$ cat config.mk
export PLATFORM = sky130hd
export DESIGN_NAME = reg_write_arbiter
export DESIGN_NICKNAME = d
export VERILOG_FILES = /design/src/rtl/reg_write_arbiter.sv
export SDC_FILE = /design/constraint.sdc
export NUM_CORES = 1
export LEC_CHECK = 0
export BUFFER_PORTS_ARGS = -buffer_cell sky130_fd_sc_hd__buf_2
export CAP_MARGIN = 20
export CORE_UTILIZATION = 30
export CTS_CLUSTER_DIAMETER = 50
export DETAILED_ROUTE_END_ITERATION = 12
export RECOVER_POWER = 50
export REMOVE_ABC_BUFFERS = 1
export SYNTH_ARGS = -nofsm -noshare
export SYNTH_HDL_FRONTEND = slang
export SYNTH_SLANG_ARGS = --single-unit
$ cat constraint.sdc
create_clock -name clk -period 1.7 [get_ports clk]
set_clock_uncertainty 0.2 [all_clocks]
set_input_delay 0.34 -clock clk [delete_from_list [all_inputs] [get_ports clk]]
set_output_delay 0.34 -clock clk [all_outputs]
set_load 0.005 [all_outputs]
$ cat src/rtl/reg_write_arbiter.sv
// Two-requester write arbiter in front of an NREGS x DATA_W enable-load register bank.
// Round-robin by default; define ARB_FIXED_PRIO_EN to make requester 0 always win ties.
module reg_write_arbiter #(
    parameter int DATA_W = 8,
    parameter int ADDR_W = 2,
    parameter int NREGS  = 4
) (
    input  logic              clk,
    input  logic              res,
    input  logic              req0,
    input  logic [ADDR_W-1:0] addr0,
    input  logic [DATA_W-1:0] data0,
    output logic              gnt0,
    input  logic              req1,
    input  logic [ADDR_W-1:0] addr1,
    input  logic [DATA_W-1:0] data1,
    output logic              gnt1,
    output logic [NREGS-1:0]  reg_en,
    output logic [DATA_W-1:0] reg_din,
    output logic              busy,
    output logic              err
);

    typedef enum logic {
        S_IDLE  = 1'b0,
        S_WRITE = 1'b1
    } state_t;

    state_t            r_state;
    state_t            w_state_nxt;
    logic              w_arb;
    logic              w_pick1;
    logic [ADDR_W-1:0] w_addr;
    logic [DATA_W-1:0] w_data;
    logic [NREGS-1:0]  w_en_dec;
    logic              w_oor;

`ifdef ARB_FIXED_PRIO_EN
    assign w_pick1 = req1 & ~req0;
`else
    // r_ptr remembers the last winner; on a tie the other requester goes next.
    logic r_ptr;

    assign w_pick1 = req1 & (~req0 | ~r_ptr);

    always_ff @(posedge clk or negedge res) begin
        if (!res) begin
            r_ptr <= 1'b1;
        end else if (w_arb) begin
            r_ptr <= w_pick1;
        end
    end
`endif

    assign w_arb  = (r_state == S_IDLE) & (req0 | req1);
    assign w_addr = w_pick1 ? addr1 : addr0;
    assign w_data = w_pick1 ? data1 : data0;
    assign w_oor  = (int'(w_addr) >= NREGS);

    always_comb begin
        w_en_dec = '0;
        for (int i = 0; i < NREGS; i++) begin
            if (int'(w_addr) == i) begin
                w_en_dec[i] = 1'b1;
            end
        end
    end

    always_comb begin
        w_state_nxt = r_state;
        case (r_state)
            S_IDLE:  if (w_arb) w_state_nxt = S_WRITE;
            S_WRITE: w_state_nxt = S_IDLE;
            default: w_state_nxt = S_IDLE;
        endcase
    end

    always_ff @(posedge clk or negedge res) begin
        if (!res) begin
            r_state <= S_IDLE;
        end else begin
            r_state <= w_state_nxt;
        end
    end

    // Outputs are loaded at the arbitration edge so they are valid for the whole WRITE cycle.
    always_ff @(posedge clk or negedge res) begin
        if (!res) begin
            gnt0    <= 1'b0;
            gnt1    <= 1'b0;
            reg_en  <= '0;
            reg_din <= '0;
            busy    <= 1'b0;
            err     <= 1'b0;
        end else begin
            gnt0   <= w_arb & ~w_pick1;
            gnt1   <= w_arb & w_pick1;
            busy   <= w_arb;
            err    <= w_arb & w_oor;
            reg_en <= w_arb ? w_en_dec : '0;
            if (w_arb) begin
                reg_din <= w_data;
            end
        end
    end

endmodule
==> flow_metrics.tcl, run 1 <==
set metrics [dict create \
    drv_slew 0 \
    sequential_cell_area_um2 401.6 \
    dr_total_vias 626 \
    h-tree-depth 1 \
    core_area_mm2 0.002212 \
    port_buffers 38 \
    internal_power_w 0.0007114 \
    max-cap-violations 0 \
    timing.critical_path.arrival_ns 1.52 \
    nets 127 \
    place_congestion 0.6997 \
    post_synth_num_cell_types 23 \
    final-setup-viol-count 0 \
    cp_num_buf_inv 0 \
    syn_area_um2 705.7 \
    power.switching_w 0.0002704 \
    syn2layout_area_growth_pct 37.77 \
    min-delay-path-class "in2reg" \
    final_antenna_violating_net_count 0 \
    power.total_w 0.0009818 \
    globalRouteOverflowTotal 0 \
    cts_resized 0 \
    share_comb_of_total_power 0.251 \
    firstDrtPassIters 4 \
    seq_power_share 0.496 \
    end_kind "register" \
    mean_routed_wirelength_per_cell_um 11.98 \
    rsz_0062_raised_after_global_routing "no" \
    numCtsBuffers 3 \
    antenna-diode-count 0 \
    timing.final.crit_share 0.9114 \
    layout_min_cycle_time_ns 1.549 \
    share_clk_of_total_power 0.252 \
    cts_sinks 16 \
    synthesis.instances 60 \
    power_per_cell_area_mw_per_mm2 1010 \
    worstSkewPairLatency_ns 0.27 \
    multi_input_area_um2 281.5 \
    post_route_cells_drive_above_1_share 0.4510 \
    fill_cell_instance_count_of_the_final_layout 239 \
    max_clock_freq_mhz 645.4 \
    timing.critical_path.slowest_cell_delay_ns 0.56 \
    path_class "reg2reg" \
    max_slew.worst_pin.slew_ns 0.8384 \
    critical_path.top_delay_family "flip-flops" \
    switching_share 0.2754 \
    setup.worst_path.start_class "register" \
    postSynthAreaPerCell_um2 11.76 \
    via_per_instance_ratio 4.815 \
    hold_slack_ns 0.08019 \
    core.rowCount 17 \
    number_of_global_route_vias_before_repair 573 \
    yosys_warnings 0 \
    drt_first_iter_violations 11 \
    drc_violations_left 0 \
    final-hold-violation-count 0 \
    die_width_um 50.50 \
    grt_first_pass_wirelength_um 2566 \
    fin_util 0.4395 \
    fin_tns_setup_ns 0 \
    grt_util_all_layers 0.1329 \
    max_slew_margin 0.4411 \
    design.die.area_mm2 0.002550 \
    run_status "completed" \
    initial_core_util 0.3190 \
    leakage_nw 0.5202 \
    seq_area_frac_synth 0.5691 \
    routed_wl_um 1557 \
    tritoncts "yes" \
    ir_worst_vdd_mv 0.4829 \
    fin_ws_ns 0.1505 \
    crit_path_cell_trace "nand2_1 -> and3_1 -> a221o_1" \
    grt_max_degree 17 \
    critPathMaxFanout 10 \
    timing.critical_path.required_ns 1.67 \
    yosys_register_bits 16 \
    critPathSlowestCell "sky130_fd_sc_hd__dfstp_2" \
    clock_tree.buffer_depth 2 \
    number_of_antenna_violations_at_the_first_check_in_global_routing 0 \
    floorplan.die.height_um 50.50 \
    clk_root_buffer_cell "sky130_fd_sc_hd__clkbuf_4" \
    pre_cts_slack_ns 0.1128 \
    path_clk_slew_ns 0.10 \
    boundaryPins 40 \
]
power groups by stage:
stage | Clock [W] | Sequential, W | Combinational (W)
after floorplan | 0 | 0.000499 | 0.000113
after global placement | 0 | 0.000494 | 0.000245
after detailed placement | 0 | 0.000493 | 0.000252
after CTS | 0.000257 | 0.000487 | 0.000253
after global routing | 0.000280 | 0.000496 | 0.000275
final | 0.000248 | 0.000487 | 0.000247
worst register-to-register path: cells and delay by family (launching register included):
kind	cells	cell delay (ns)
AOI/OAI and AO/OA	1	0.26
DFF	1	0.56
and+or+nand+nor	2	0.43
kinds of logic after synthesis:
family / count (synthesis) / share of synthesized area
buffers and inverters: 5 / 0.03193
other: 1 / 0.005314
DFF: 16 / 0.5692
and+or+nand+nor: 22 / 0.1897
AOI/OAI and AO/OA: 16 / 0.2039
flip-flops by register name, summed over array words and instances, names as in the netlist:
name,cells
reg_din,8
reg_en,4
busy,1
gnt0,1
gnt1,1
r_ptr,1
stage by stage:
step	instances	area [µm²]
2_1_floorplan	57	690.7
5_1_grt	130	972.2
3_3_place_gp	125	930.9
3_5_place_dp	125	930.9
4_1_cts	130	977.2
6_report	130	972.2
placed cells by master (no fill, tap or decap), types with 2 or more instances in the layout:
| cell type | count |
|---|---|
| sky130_fd_sc_hd__buf_2 | 37 |
| sky130_fd_sc_hd__dfrtp_1 | 15 |
| sky130_fd_sc_hd__and3_1 | 8 |
| sky130_fd_sc_hd__a221o_1 | 8 |
| sky130_fd_sc_hd__nand2_1 | 3 |
| sky130_fd_sc_hd__a21oi_1 | 3 |
| sky130_fd_sc_hd__clkbuf_4 | 3 |
| sky130_fd_sc_hd__inv_1 | 2 |
| sky130_fd_sc_hd__or3b_1 | 2 |
| sky130_fd_sc_hd__nand3b_1 | 2 |
| sky130_fd_sc_hd__nor2b_1 | 2 |
| sky130_fd_sc_hd__clkbuf_1 | 2 |
worst paths after layout:
path	end	from	slack, ns	cells past startpoint
setup / recovery	reg_din[4]	r_ptr	0.15	3
hold / removal	reg_din[6]	data0[6]	0.08	2
setup reg to reg	reg_din[4]	r_ptr	0.15	3
hold reg to reg	reg_din[2]	reg_din[2]	0.32	1
max in group asynchronous	busy	res	0.31	2
min in group asynchronous	reg_din[6]	res	0.47	2
cell type report:
type | instances | area share
Sequential cell | 16 | 0.4131
Tap cell | 28 | 0.03604
Clock buffer | 4 | 0.03732
Multi-Input combinational cell | 39 | 0.2896
Inverter | 2 | 0.007722
Timing Repair Buffer | 41 | 0.2162
what timing repair did:
action | 4_1_cts | 5_1_grt
buffers inserted | 0 | 0
hold buffers | 1 | 0
hold endpoints to repair | 15 | 0
per-layer routing:
| layer | track usage | wire [µm] | vias to the layer above |
|---|---|---|---|
| li1 | - | - | 308 |
| met1 | 0.1846 | 695 | 294 |
| met2 | 0.2133 | 758 | 24 |
| met3 | 0.02727 | 103 | 0 |
| met4 | 0.02778 | 0 | 0 |
| met5 | 0 | 0 | - |
Yosys cell counts:
cell                       count  area share
sky130_fd_sc_hd__dfrtp_1      15        0.53
sky130_fd_sc_hd__a221o_1       8        0.11
sky130_fd_sc_hd__and3_1        8       0.071
sky130_fd_sc_hd__a21oi_1       3       0.021
sky130_fd_sc_hd__nand2_1       3       0.016
sky130_fd_sc_hd__clkbuf_1      2       0.011
sky130_fd_sc_hd__inv_1         2       0.011
sky130_fd_sc_hd__nand3b_1      2       0.021
sky130_fd_sc_hd__nor2b_1       2       0.018
sky130_fd_sc_hd__or3b_1        2       0.025
sky130_fd_sc_hd__a21bo_4       1       0.023
sky130_fd_sc_hd__a21boi_2      1       0.016
sky130_fd_sc_hd__a21oi_2       1       0.012
sky130_fd_sc_hd__and2_1        1      0.0089
sky130_fd_sc_hd__buf_4         1       0.011
sky130_fd_sc_hd__conb_1        1      0.0053
sky130_fd_sc_hd__dfstp_2       1       0.037
sky130_fd_sc_hd__nand3_1       1      0.0071
sky130_fd_sc_hd__nand4_1       1      0.0089
sky130_fd_sc_hd__nor2_1        1      0.0053
sky130_fd_sc_hd__o21ai_0       1      0.0071
sky130_fd_sc_hd__o21bai_1      1       0.011
sky130_fd_sc_hd__or3_1         1      0.0089
Power figures use the tool's default switching activity.
==> run 2: changes to the inputs <==
Settings changed: CELL_PAD_IN_SITES_DETAIL_PLACEMENT set to 1, CELL_PAD_IN_SITES_GLOBAL_PLACEMENT set to 2, CORE_UTILIZATION 30 to 24, PLACE_DENSITY_LB_ADDON set to 0.1.
==> flow_metrics.tcl, run 2 (synthesized netlist as in run 1, its figures left out) <==
set metrics [dict create \
    syn2layout_area_growth_pct 37.23 \
    via_per_instance_ratio 4.642 \
    worstSkewPairLatency_ns 0.28 \
    ir_worst_vdd_mv 0.6652 \
    drt_first_iter_violations 15 \
    path_class "reg2reg" \
    boundaryPins 40 \
    clk_root_buffer_cell "sky130_fd_sc_hd__clkbuf_4" \
    critPathMaxFanout 10 \
    number_of_global_route_vias_before_repair 591 \
    tritoncts "yes" \
    port_buffers 38 \
    power_per_cell_area_mw_per_mm2 967.8 \
    grt_first_pass_wirelength_um 2863 \
    most_common_cell_after_layout_fill_and_taps_aside "sky130_fd_sc_hd__buf_2" \
    worst_hold_startpoint "data0[0]" \
    design.die.area_mm2 0.003161 \
    layout.cells.non_filler 134 \
    initial_core_util 0.2537 \
    clock_tree.buffer_depth 2 \
    max_slew_margin 0.4114 \
    globalRouteOverflowTotal 0 \
    floorplan.die.height_um 56.23 \
    grt_max_degree 17 \
    timing.critical_path.required_ns 1.66 \
    min-delay-path-class "in2reg" \
    drv_slew 0 \
    core_area_mm2 0.002781 \
    grt_util_all_layers 0.1210 \
    share_comb_of_total_power 0.264 \
    fill_cell_instance_count_of_the_final_layout 335 \
    r2r_start "r_ptr" \
    antenna-diode-count 0 \
    crit_path_from "r_ptr" \
    mean_routed_wirelength_per_cell_um 13.28 \
    leakage_nw 0.5116 \
    flip_flop_count_of_the_largest_register_all_copies_and_words_added 8 \
    core.rowCount 19 \
    path_clk_slew_ns 0.09 \
    nets 128 \
    final_cell_mix "sky130_fd_sc_hd__buf_2 (36), sky130_fd_sc_hd__dfrtp_1 (15), sky130_fd_sc_hd__and3_1 (8), sky130_fd_sc_hd__a221o_1 (8), sky130_fd_sc_hd__clkbuf_1 (5)" \
    setup.worst_path.start_class "register" \
    switching_share 0.2827 \
    timing.final.crit_share 0.9192 \
    sequential_cell_area_um2 401.6 \
    share_clk_of_total_power 0.216 \
    place_hpwl_um 1347 \
    timing.critical_path.arrival_ns 1.53 \
    number_of_antenna_violations_at_the_first_check_in_global_routing 0 \
    dr_total_vias 622 \
    rsz_0062_raised_after_global_routing "no" \
    seq_power_share 0.521 \
    final-hold-violation-count 0 \
    cts_resized 0 \
    max_clock_freq_mhz 639.9 \
    post_cts_buffers 0 \
    final-setup-viol-count 0 \
    max_slew.worst_pin.slew_ns 0.8829 \
    numCtsBuffers 3 \
    reg.largest.list "reg_din: 8 flops, reg_en: 4 flops" \
    final_antenna_violating_net_count 0 \
    multi_input_area_um2 281.5 \
    dp_cells 129 \
    run_status "completed" \
    cts_sinks 16 \
    place_congestion 0.7410 \
    holdBufCountCts 1 \
    h-tree-depth 1 \
    layout_min_cycle_time_ns 1.563 \
    drc_violations_left 0 \
    end_kind "register" \
    fin_tns_setup_ns 0 \
    routed_wl_um 1779 \
    die_width_um 56.23 \
    max-cap-violations 0 \
    power.switching_w 0.0002650 \
    largest_register_by_flop_count "reg_din" \
    post_route_cells_drive_above_1_share 0.4272 \
    internal_power_w 0.0006722 \
    firstDrtPassIters 4 \
]
-- run 2: worst max-delay path, cell delays in order, from the launching register on --
cell                      delay [ns]
sky130_fd_sc_hd__dfstp_2        0.56
sky130_fd_sc_hd__nand2_1        0.19
sky130_fd_sc_hd__and3_1         0.24
sky130_fd_sc_hd__a221o_1        0.26
-- run 2: power groups by stage --
stage,logic [W],clock network [W],registers [W]
CTS,0.000259,0.000216,0.000489
floorplan,0.000113,0,0.000499
finish,0.000247,0.000202,0.000488
global route,0.000276,0.000227,0.000499
global placement,0.000256,0,0.000494
detailed placement,0.000257,0,0.000496
-- run 2: layer usage --
| layer | GRT usage | vias up | wire, µm |
|---|---|---|---|
| met5 | 0 | - | 0 |
| met4 | 0.02091 | 0 | 12 |
| met3 | 0.05814 | 2 | 129 |
| met2 | 0.1633 | 24 | 772 |
| met1 | 0.1756 | 289 | 864 |
| li1 | - | 307 | - |
-- run 2: metrics by stage --
| stage | util | hold slack, ns | total power, W | instance area [µm²] | worst slack, ns |
|---|---|---|---|---|---|
| detailed placement | 0.3387 | 0.07914 | 0.0007529 | 942.2 | 0.1369 |
| global placement | 0.3387 | 0.08710 | 0.0007501 | 942.2 | 0.1674 |
| global route | 0.3482 | 0.07809 | 0.001002 | 968.4 | 0.04568 |
| floorplan | - | -0.1556 | 0.0006121 | 690.7 | 0.2733 |
| finish | 0.3482 | 0.08530 | 0.0009373 | 968.4 | 0.1373 |
| CTS | 0.3518 | 0.07517 | 0.0009645 | 978.4 | 0.1209 |
-- run 2: cell type report --
class,count,area share
multi-input cells,39,0.2907
flip-flops and latches,16,0.4147
well taps,31,0.04005
repair buffers,42,0.2196
inverters,2,0.007752
clock buffers,4,0.02713
-- run 2: worst paths after layout --
path / slack (ns) / end / depth (start not counted)
setup reg to reg: 0.14 / reg_din[1] / 3
setup / recovery: 0.14 / reg_din[1] / 3
min in group asynchronous: 0.48 / reg_en[2] / 2
hold reg to reg: 0.31 / reg_din[7] / 1
hold / removal: 0.09 / reg_din[0] / 2
max in group asynchronous: 0.27 / reg_din[3] / 2
